## src/rtl/mode_pkg.sv

```systemverilog
// Shared types and constants for the mode-bit write sequencer.
// Step-to-select mapping skips the reserved selects 4'hC..4'hE.
package mode_pkg;

    typedef enum logic [1:0] {
        IDLE,
        SCAN,
        HOLD,
        DONE
    } state_t;

    localparam int         MODE_W    = 16;
    localparam int         NUM_STEPS = 13;
    localparam logic [3:0] TOP_SEL   = 4'hF;

    // Steps 0..11 address their own bit; the final step addresses bit 15.
    function automatic logic [3:0] step_to_sel(input logic [3:0] idx);
        return (idx < 4'd12) ? idx : TOP_SEL;
    endfunction

endpackage

```

## src/rtl/mode_write_sequencer.sv

```systemverilog
// Serialises a 16-bit mode word into single-bit mux writes, each strobed
// for HOLD_CYCLES cycles, while tracking the programmed word in a shadow.
module mode_write_sequencer
    import mode_pkg::*;
#(
    parameter int               HOLD_CYCLES    = 2,
    parameter bit               SKIP_UNCHANGED = 1'b1,
    parameter logic [MODE_W-1:0] SHADOW_INIT   = 16'h0000
) (
    input  logic              clk,
    input  logic              rst_n,
    input  logic              cfg_valid,
    output logic              cfg_ready,
    input  logic [MODE_W-1:0] cfg_word,
    output logic [3:0]        select,
    output logic              mode_val,
    output logic              wr_en,
    output logic              busy,
    output logic              done,
    output logic [MODE_W-1:0] shadow
);

    // Bits 12..14 have no select, so they are never stored.
    localparam logic [MODE_W-1:0] VALID_MASK = 16'h8FFF;
    localparam logic [MODE_W-1:0] SHADOW_RST = SHADOW_INIT & VALID_MASK;
    localparam logic [3:0]        HOLD_LOAD  = 4'(HOLD_CYCLES - 1);
    localparam logic [3:0]        LAST_IDX   = 4'(NUM_STEPS);

    state_t            state, state_next;
    logic [3:0]        idx, idx_next;
    logic [3:0]        hold_cnt, hold_next;
    logic [MODE_W-1:0] work, work_next;
    logic [MODE_W-1:0] shadow_q, shadow_next;
    logic [3:0]        select_q, select_next;
    logic              mode_val_q, mode_val_next;
    logic [3:0]        step_sel;
    logic              target_bit;

    assign step_sel   = step_to_sel(idx);
    assign target_bit = work[step_sel];

    always_ff @(posedge clk or negedge rst_n) begin
        if (!rst_n) begin
            state      <= IDLE;
            idx        <= 4'd0;
            hold_cnt   <= 4'd0;
            work       <= '0;
            shadow_q   <= SHADOW_RST;
            select_q   <= 4'h0;
            mode_val_q <= 1'b0;
        end else begin
            state      <= state_next;
            idx        <= idx_next;
            hold_cnt   <= hold_next;
            work       <= work_next;
            shadow_q   <= shadow_next;
            select_q   <= select_next;
            mode_val_q <= mode_val_next;
        end
    end

    always_comb begin
        state_next    = state;
        idx_next      = idx;
        hold_next     = hold_cnt;
        work_next     = work;
        shadow_next   = shadow_q;
        select_next   = select_q;
        mode_val_next = mode_val_q;

        case (state)
            IDLE: begin
                if (cfg_valid) begin
                    work_next  = cfg_word & VALID_MASK;
                    idx_next   = 4'd0;
                    state_next = SCAN;
                end
            end
            SCAN: begin
                if (idx == LAST_IDX) begin
                    state_next = DONE;
                end else if (SKIP_UNCHANGED && (target_bit == shadow_q[step_sel])) begin
                    idx_next = idx + 4'd1;
                end else begin
                    select_next   = step_sel;
                    mode_val_next = target_bit;
                    hold_next     = HOLD_LOAD;
                    state_next    = HOLD;
                end
            end
            HOLD: begin
                // The shadow is committed only once the full strobe has elapsed.
                if (hold_cnt == 4'd0) begin
                    shadow_next[select_q] = mode_val_q;
                    idx_next              = idx + 4'd1;
                    state_next            = SCAN;
                end else begin
                    hold_next = hold_cnt - 4'd1;
                end
            end
            DONE: begin
                state_next = IDLE;
            end
            default: begin
                state_next = IDLE;
            end
        endcase
    end

    assign cfg_ready = (state == IDLE);
    assign busy      = (state != IDLE);
    assign done      = (state == DONE);
    assign wr_en     = (state == HOLD);
    assign select    = select_q;
    assign mode_val  = mode_val_q;
    assign shadow    = shadow_q;

endmodule

```

## config.mk

```make
export PLATFORM = sky130hd
export DESIGN_NAME = mode_write_sequencer
export DESIGN_NICKNAME = d
export VERILOG_FILES = /design/src/rtl/mode_pkg.sv /design/src/rtl/mode_write_sequencer.sv
export SDC_FILE = /design/constraint.sdc
export NUM_CORES = 1
export LEC_CHECK = 0
export CAP_MARGIN = 40
export CORE_MARGIN = 2
export CORE_UTILIZATION = 47
export DETAILED_ROUTE_END_ITERATION = 12
export PLACE_DENSITY = 0.82
export SLEW_MARGIN = 10
export SYNTH_ARGS = -nofsm -noshare
export SYNTH_HDL_FRONTEND = slang
export SYNTH_SLANG_ARGS = --single-unit
```

## constraint.sdc

```tcl
create_clock -name clk -period 2.3 [get_ports clk]
set_input_delay 0.46 -clock clk [delete_from_list [all_inputs] [get_ports clk]]
set_output_delay 0.46 -clock clk [all_outputs]
set_load 0.02 [all_outputs]
```

# After elaboration in Yosys (flattened, before gate mapping)
# Index checks and enable logic that the tools add are counted.
op_classes:
  addsub: 2
  n_lt_le_gt_ge: 4
  eq_ne: 12
  n_mux: 22
  n_bitwise: 2
  n_reduce_logical: 12
op_table:
  columns: ["op", "count"]
  rows:
  - ["4-bit two-way mux", 8]
  - ["16-bit bitwise mux", 1]
  - ["4-bit one-hot mux with 3 select lines", 1]
  - ["4-bit by 5-bit < comparator with 1-bit output (second input constant)", 2]
  - ["2-bit != test (second input constant)", 5]
  - ["1-bit binary-select mux with 4-bit select", 2]
  - ["2-bit two-way mux", 4]
  - ["2-bit one-hot mux with 4 select lines", 1]
  - ["4-bit one-hot mux with 2 select lines", 1]
  - ["3-bit AND reduction", 2]
  - ["5-bit AND reduction", 1]
  - ["4-bit by 1-bit adder with 4-bit output (second input constant)", 1]
  - ["1-bit demux with 4-bit select", 1]
  - ["2-bit equality test (second input constant)", 2]
  - ["4-bit equality test (second input constant)", 1]
  - ["4-bit by 1-bit greater-or-equal comparator with 1-bit output (second input constant)", 1]
  - ["4-bit zero test", 1]
  - ["4-bit < comparator (second input constant)", 1]
  - ["2-bit AND reduction", 2]
  - ["4-bit AND reduction", 1]
  - ["2-bit nonzero test", 2]
  - ["4-bit by 1-bit subtractor with 4-bit output (second input constant)", 1]
  - ["1-bit two-way mux", 3]
  - ["3-bit != test (second input constant)", 1]
  - ["7 further kinds", 8]
word_totals:
  register_bits: 44
  in_bits: 19
  output_inout_bits: 25
  word_cells: 61

# Logic depth before layout (Yosys ltp)
depth:
  depth_word: 8
  ltp_mapped: 9
  depth_no_buf: 9

# Worst setup path before layout
# Ideal clock, no wire load.
synth_timing:
  path_kind: "reg-to-reg"
  from: "reg idx[0]"
  to: "reg mode_val_q, in the netlist mode_val"
  setup_ns: 0.080
  arrival_ns: 2.173
  required_ns: 2.220
  path_slack_ns: 0.047
  path_stages_with_launch: 9
  path_buffers: 1
  synth_period_minus_slack_ns: 2.253
  cell_sequence: "dfrtp_1 -> clkbuf_8 -> mux4_2 -> o22ai_1 -> nor2_1 -> xnor2_2 -> nand2_1 -> nor2_2 -> mux2i_1"
synth_via:
  elab_chain_len: 7
  elab_cells_between_ends: 11
synth_rtl:
  columns: ["item", "line", "rtl"]
  rows:
  - ["start, declared", "mode_write_sequencer.sv:30", "logic [3:0] idx, idx_next;"]
  - ["start signal, assigned", "mode_write_sequencer.sv:53", "idx <= idx_next;"]
  - ["4-bit < comparator", "mode_pkg.sv:18", "return (idx < 4'd12) ? idx : TOP_SEL;"]
  - ["4-bit two-way mux", "mode_pkg.sv:18", null]
  - ["1-bit binary-select mux with 4-bit select (on tied branches)", "mode_write_sequencer.sv:40, mode_write_sequencer.sv:82", null]
  - ["1-bit two-way mux (on tied branches)", "mode_write_sequencer.sv:40, mode_write_sequencer.sv:82", null]
  - ["1-bit equality test", "mode_write_sequencer.sv:82", "end else if (SKIP_UNCHANGED && (target_bit == shadow_q[step_sel])) begin"]
  - ["1-bit NOT (no line)", null, null]
  - ["3-bit AND reduction (no line)", null, null]
  - ["end signal, assigned", "mode_write_sequencer.sv:58", "mode_val_q <= mode_val_next;"]
  - ["end, declared", "mode_write_sequencer.sv:35", "logic mode_val_q, mode_val_next;"]
# Several ways; a longest one is shown, not always the timed one. The select of a mux whose other input is x is not followed.
# A chain may end at the register's enable or synchronous reset.

# Final worst setup path
layout_timing:
  from: "reg idx[3]"
  to: "reg idx[2]"
layout_via:
  elab_chain_len: 7
  elab_cells_between_ends: 11
layout_rtl:
  columns: ["item", "line"]
  rows:
  - ["4-bit < comparator", "mode_pkg.sv:18"]
  - ["4-bit two-way mux", "mode_pkg.sv:18"]
  - ["1-bit binary-select mux with 4-bit select (on tied branches)", "mode_write_sequencer.sv:40, mode_write_sequencer.sv:82"]
  - ["1-bit two-way mux (on tied branches)", "mode_write_sequencer.sv:40, mode_write_sequencer.sv:82"]
  - ["1-bit equality test", "mode_write_sequencer.sv:82"]
  - ["2-bit != test (no line)", null]
  - ["5-bit AND reduction (no line) (*)", null]
# Mark *: on every way between the ends. The rest lies on a longest branch, timed or not. The select of a mux whose other input is x is not followed.

==> impl_metrics.yaml <==
run_status:
  outcome: "complete, but fails checks"
  violations: "setup timing"
timing:
  timing_hold_violations_final: 0
  worst_slack_ns: -0.0309
  fmaxAchievable_mhz: 429
  slew_violations: 0
  tightest_slew_ns: 0.548
  rsz0062_at_grt: "yes"
  max_slew_margin_pct: 63.5
  final.period_utilization_pct: 101
  time_the_final_worst_path_needs_with_i_o_delays_and_setup_ns: 2.33
  number_of_setup_violations_in_the_final_report: 2
  clock-skew-final_ns: 0.00697
grt:
  track_usage_pct: 18.6
  first_global_vias: 1809
  antenna_found_initial: 0
  grt_start_max_net_pins: 24
  overflow: 0
  grt_pass1_wl_um: 7860
cts:
  cts_tree: "yes"
  clk_pin_slew_ns: 0.08
  ctsHtreeMaxLevel: 2
  numCtsBuffers: 5
  cts.sink_count: 44
  cts-root-to-sink-buffers: 2
  ctsRootBufferMaster: "clkbuf_8"
  clock_insertion_delay_worst_skew_ns: 0.30
  hold_buffers: 0
placed_design:
  place.port_buffers: 40
  dpl_cell_area_um2: 2890
  dp_hpwl_um: 3650
  gp_routability_congestion: 0.795
logic_synthesis:
  ys.warnings.count: 0
  synth_seq_area_share_pct: 46.9
  ys_types: 45
  synth_async_sr_flop_share_pct: 100
  edff_count_synth: 0
  register_bit_count_reported_by_yosys: 44
  synth_area_leader_cell: "dfrtp_1"
  netlist_instances: 215
  syn_area_um2: 2350
  postSynthAreaPerCell_um2: 10.9
  syn-num-nets: 241
  synth_top_cell_area_share_pct: 46.9
  postSynth.topFlopCell: "dfrtp_1"
  ys_top_cells_by_area: "dfrtp_1 47%, mux2_2 6.7%, o21ai_0 5.5%"
setup_path:
  reg2reg_depth: 8
  cp-endpoint: "idx[2]"
  cp_data_required_time_ns: 2.48
  worstReg2RegEnd: "idx[2]"
  critPathLaunch: "idx[3]"
  setup_slack_of_the_most_critical_reg_to_reg_path_ns: -0.03
  reg_to_reg_start: "idx[3]"
  critPathLaunchType: "register"
  timing.critical_path.arrival_ns: 2.51
  critPathKind: "reg2reg"
  endpoint_kind: "register"
  path_max_fanout: 5
die:
  die_h_um: 74.7
  initial_utilization_pct: 49.1
  core_region_area_um2: 4790
  overall_die_area_um2: 5580
  rows: 25
  die_width_um: 74.7
  count_of_pins_on_the_block_boundary: 44
final_layout:
  design_area_um2: 3070
  drive_above_1_share_pct: 24.4
  multi_input_area_um2: 1160
  final.fill_count: 373
  layout.area.seq_um2: 1100
  syn_to_final_growth_pct: 30.8
  fin_nets: 304
  insertedDiodeCount: 0
  final_cell_mix: "43 x dfrtp_1, 39 x clkdlybuf4s50_1, 34 x nand2_1, 24 x o21ai_0, 19 x buf_4"
  final_common_cell: "dfrtp_1"
routing:
  detailedRoute.firstPassIterationCount: 6
  vias: 1814
  average_detailed_routed_wire_length_per_instance_um: 14.1
  drt_iter0_drc: 115
  drt.antenna.violating_nets: 0
  post_drt_via_cell_ratio: 5.24
  drc: 0
  drt-total-wl_um: 4880
run:
  drv.max_cap_violation_count: 0
power:
  report.power.total_w: 0.00454
  ir_drop_v: 0.000660
  p_leak_nw: 1.32
  power.density_cell_area_nw_per_um2: 1480
min_path:
  hp-class: "in2async"
==> registers in the layout, indices dropped and copies added (netlist names) <==
signal / cells
hold_cnt: 4
idx: 4
mode_val: 1
select: 4
shadow: 16
state: 2
work: 13
==> Yosys cell counts (all sizes together) (3+ instances only) <==
cell type / number
clkbuf: 5
mux4: 6
a21oi: 4
nand3: 7
nor2: 11
nor3b: 3
inv: 11
nand2: 34
mux2: 14
o21ai: 26
ha: 7
nor3: 3
dfrtp: 44
nor2b: 3
and3: 4
==> critical path, stage by stage (launching register included) <==
cell      delay, ns
dfrtp_1        0.38
or2_1          0.21
mux4_2         0.48
o311ai_4       0.30
xnor2_2        0.14
buf_4          0.17
a21boi_4       0.19
nor2_1         0.06
a211o_1        0.28
==> power breakdown <==
part / leakage [nW] / total [W] / switching (W) / internal [W]
clock network: 0.0445 / 0.000500 / 0.000256 / 0.000244
registers: 0.560 / 0.00130 / 0.000245 / 0.00106
logic: 0.716 / 0.00274 / 0.00129 / 0.00145
==> per-stage QoR <==
step / hold WS (ns) / util, % / cells / setup slack [ns] / setup TNS (ns)
2_1_floorplan: 0.164 / - / 215 / 0.0471 / 0
3_3_place_gp: 0.460 / 60.4 / 333 / -0.143 / -0.945
3_5_place_dp: 0.469 / 60.4 / 333 / -0.229 / -1.80
4_1_cts: 0.145 / 63.3 / 344 / -0.0195 / -0.0204
5_1_grt: 0.164 / 64.2 / 346 / -0.126 / -0.948
6_report: 0.140 / 64.2 / 346 / -0.0309 / -0.0420
==> layout make-up <==
| cell class | instances | share of cell area [%] |
|---|---|---|
| clock inverters | 1 | 0.244 |
| inverters | 11 | 1.34 |
| repair buffers | 63 | 19.3 |
| well taps | 67 | 2.73 |
| clock buffers | 7 | 2.81 |
| flip-flops and latches | 44 | 35.9 |
| multi-input cells | 153 | 37.7 |
==> cells by family (layout without fill, tap and decap cells) <==
group           Yosys count  count (layout)  synth area share [%]
simple gates             73              73                  14.5
compound gates           49              49                  14.9
flops                    44              44                  46.9
mux                      21              21                  13.2
buf+inv                  18              82                  5.38
fa+ha+maj                 7               7                  3.73
xor+xnor                  3               3                  1.44
==> worst min path at each step <==
| stage | start | endpoint | slack (ns) | cells after the start |
|---|---|---|---|---|
| 2_1_floorplan | rst_n | hold_cnt[0] | 0.16 | 0 |
| 3_3_place_gp | rst_n | work[0] | 0.46 | 1 |
| 3_5_place_dp | rst_n | work[0] | 0.47 | 1 |
| 4_1_cts | rst_n | work[0] | 0.14 | 1 |
| 5_1_grt | rst_n | idx[2] | 0.16 | 1 |
| 6_report | rst_n | work[1] | 0.14 | 1 |
==> routing by layer <==
metal,vias to the layer above,track usage [%],routed length (um)
met5,-,0,0
met4,0,5.95,53
met3,8,5.35,213
met2,54,32.2,2540
met1,866,22.5,2070
li1,886,-,-
==> timing repair <==
item	4_1_cts	5_1_grt
pin swaps	3	1
setup endpoints to repair	14	12
setup buffers	3	2
resized for setup	8	7
(Power assumes the default switching activity.)
==> variant (same settings) <==
One comparison of `idx` changes from == to >=.
--- a/src/rtl/mode_write_sequencer.sv
+++ b/src/rtl/mode_write_sequencer.sv
@@ -77,7 +77,7 @@
                 end
             end
             SCAN: begin
-                if (idx == LAST_IDX) begin
+                if (idx >= LAST_IDX) begin
                     state_next = DONE;
                 end else if (SKIP_UNCHANGED && (target_bit == shadow_q[step_sel])) begin
                     idx_next = idx + 4'd1;
Function: no difference found for any inputs over 10 cycles, from zero or initial values and one cycle with rst_n low; that may be too few to reach the edited logic, so the function may still have changed.
==> variant against the original RTL <==
- the run still ends with negative setup slack left
- wire length grew 2.9%
- clock power fell by 6.6%
- area after synthesis up 0.96%
- die area rose by 0.91%
- sequential cell count stayed put
- combinational power is 4% lower
- worst setup slack got worse by 4.5 ps
- cell area grew 1.8%
- total power decreased by 3.2%
==> variant: results (changes against the original RTL) <==
fillCellCount: 361  # -3.2%
nets: 299  # -1.6%
dpl.hpwl_mm: 3.76  # +2.9%
synth_adder_area_share_pct: 4.22  # +0.49 points
cts_buffers: 5  # unchanged
fin_skew_ps: 6.76  # -0.210 ps
placed_cells: 331  # -0.60%
setup_slack_ps: -35.3  # -4.45 ps
place.gp.congestion: 0.865  # +8.8%
worstPathMaxFanout: 7  # +2
whs_ps: 137  # -2.56 ps
setup_viol: 3  # +1
drt_iter0_drc: 76  # -34%
tns_ps: -90.1  # -48.1 ps
met2_length_mm: 2.50  # -1.5%
synth_nets: 238  # -1.2%
violations: "negative setup slack"
drive_gt1_share_pct: 27.6  # +3.2 points
wl_per_cell_um: 14.8  # +5.0%
synth_warnings: 0  # unchanged
largest_register_ffs: 16  # unchanged
grt_max_degree: 24  # unchanged
synth-xor-area-share_pct: 0.369  # -1.1 points
cpMaxStageDelayCell: "mux4_2"
final_cells: 339  # -2.0%
p_leak_nw: 1.38  # +4.4%
seq_area_frac_synth_pct: 46.4  # -0.44 points
routed-via-count: 1869  # +3.0%
cp-end-kind: "register"
ir_drop_v: 0.000618  # -6.4%
synth_top_family_by_area: "multiplexers"
dr.pass1.iters: 4  # -2
dpl_worst_slack_ps: -58.3  # +170 ps
dpl_cell_area_mm2: 0.00299  # +3.4%
grtUsageTotal_pct: 19.8  # +1.2 points
syn_inst: 211  # -1.9%
critPathTopFamily: "multiplexers"
slowest_delay_ps: 460  # -20 ps
grt_pass1_vias: 1801  # -0.44%
met3WireLength_um: 244  # +15%
tightest_slew_ps: 550  # +1.96 ps
synth_ff_type: "dfrtp_1"
outcome: "complete, but fails checks"
synth_compound_area_share_pct: 10.3  # -4.6 points
post_cts_buffers: 0  # -3
synthMuxAreaShare_pct: 22.2  # +8.9 points
grt_pass1_wl_mm: 8.32  # +5.9%
ys_top_cells_by_area: "dfrtp_1 (46%), mux2_2 (14%), nand2_1 (4.6%)"
stdcell_area_mm2: 0.00313  # +1.8%
cp.arrival_ps: 2540  # +30 ps
worstReg2RegStart: "shadow[6]"
grt_antenna_before_repair: 0  # unchanged
synth_cell_type_count: 44  # -2.2%
timing.rr.end: "idx[0]"
synth_commonest_cells: "dfrtp_1 (44), mux2_2 (29), nand2_1 (29)"
wl_met1_mm: 2.21  # +6.8%
==> variant: cell count changes in the layout (fill, tap and decap cells not counted), sizes merged, moves of 4 or more <==
| cell | unedited run | this run |
|---|---|---|
| o21ai | 26 | 4 |
| mux2i | 1 | 9 |
| mux2 | 14 | 30 |
| nand2 | 34 | 29 |
| and3 | 4 | 0 |
==> variant: what timing repair did <==
item,CTS,global route
endpoints found under the setup margin,5,14
cloned,1,0
pin swaps,0,3
resized for setup,4,10
==> variant: logic make-up after synthesis <==
| logic type | count (synthesis) |
|---|---|
| muxes | 43 |
| xor gates and xnor gates | 1 |
| and+or+nand+nor | 62 |
| adders and majority gates | 8 |
| DFF | 44 |
| AOI/OAI and AO/OA | 32 |
| buffers and inverters | 21 |
==> variant: per-layer routing <==
layer / global-route usage, % / vias to the layer above
met1: 27.2 / 920
li1: - / 889
met5: 0 / -
met4: 6.35 / 0
met3: 4.02 / 5
met2: 31.7 / 55
==> variant: cell type report <==
| type | count | area, µm² | area share [%] |
|---|---|---|---|
| repair buffers | 61 | 583 | 18.6 |
| flip-flops and latches | 44 | 1100 | 35.2 |
| clock inverters | 2 | 12.5 | 0.400 |
| well taps | 67 | 83.8 | 2.68 |
| inverters | 14 | 52.6 | 1.68 |
| clock buffers | 5 | 68.8 | 2.20 |
| multi-input cells | 146 | 1220 | 39.2 |
==> variant: report_power, final <==
part,switching [mW],total (mW),internal [mW]
clock,0.261,0.467,0.206
combinational,1.26,2.63,1.37
sequential,0.241,1.29,1.05
total,1.77,4.39,2.63
==> variant: worst reg2reg max path, cell delays in order (launching register included) <==
cell     delay (ps)
dfrtp_1         400
nor2b_1         130
mux4_2          460
mux2i_2         250
xnor2_2         120
mux2_4          320
buf_12          150
o21ba_4         210
mux2i_1         200
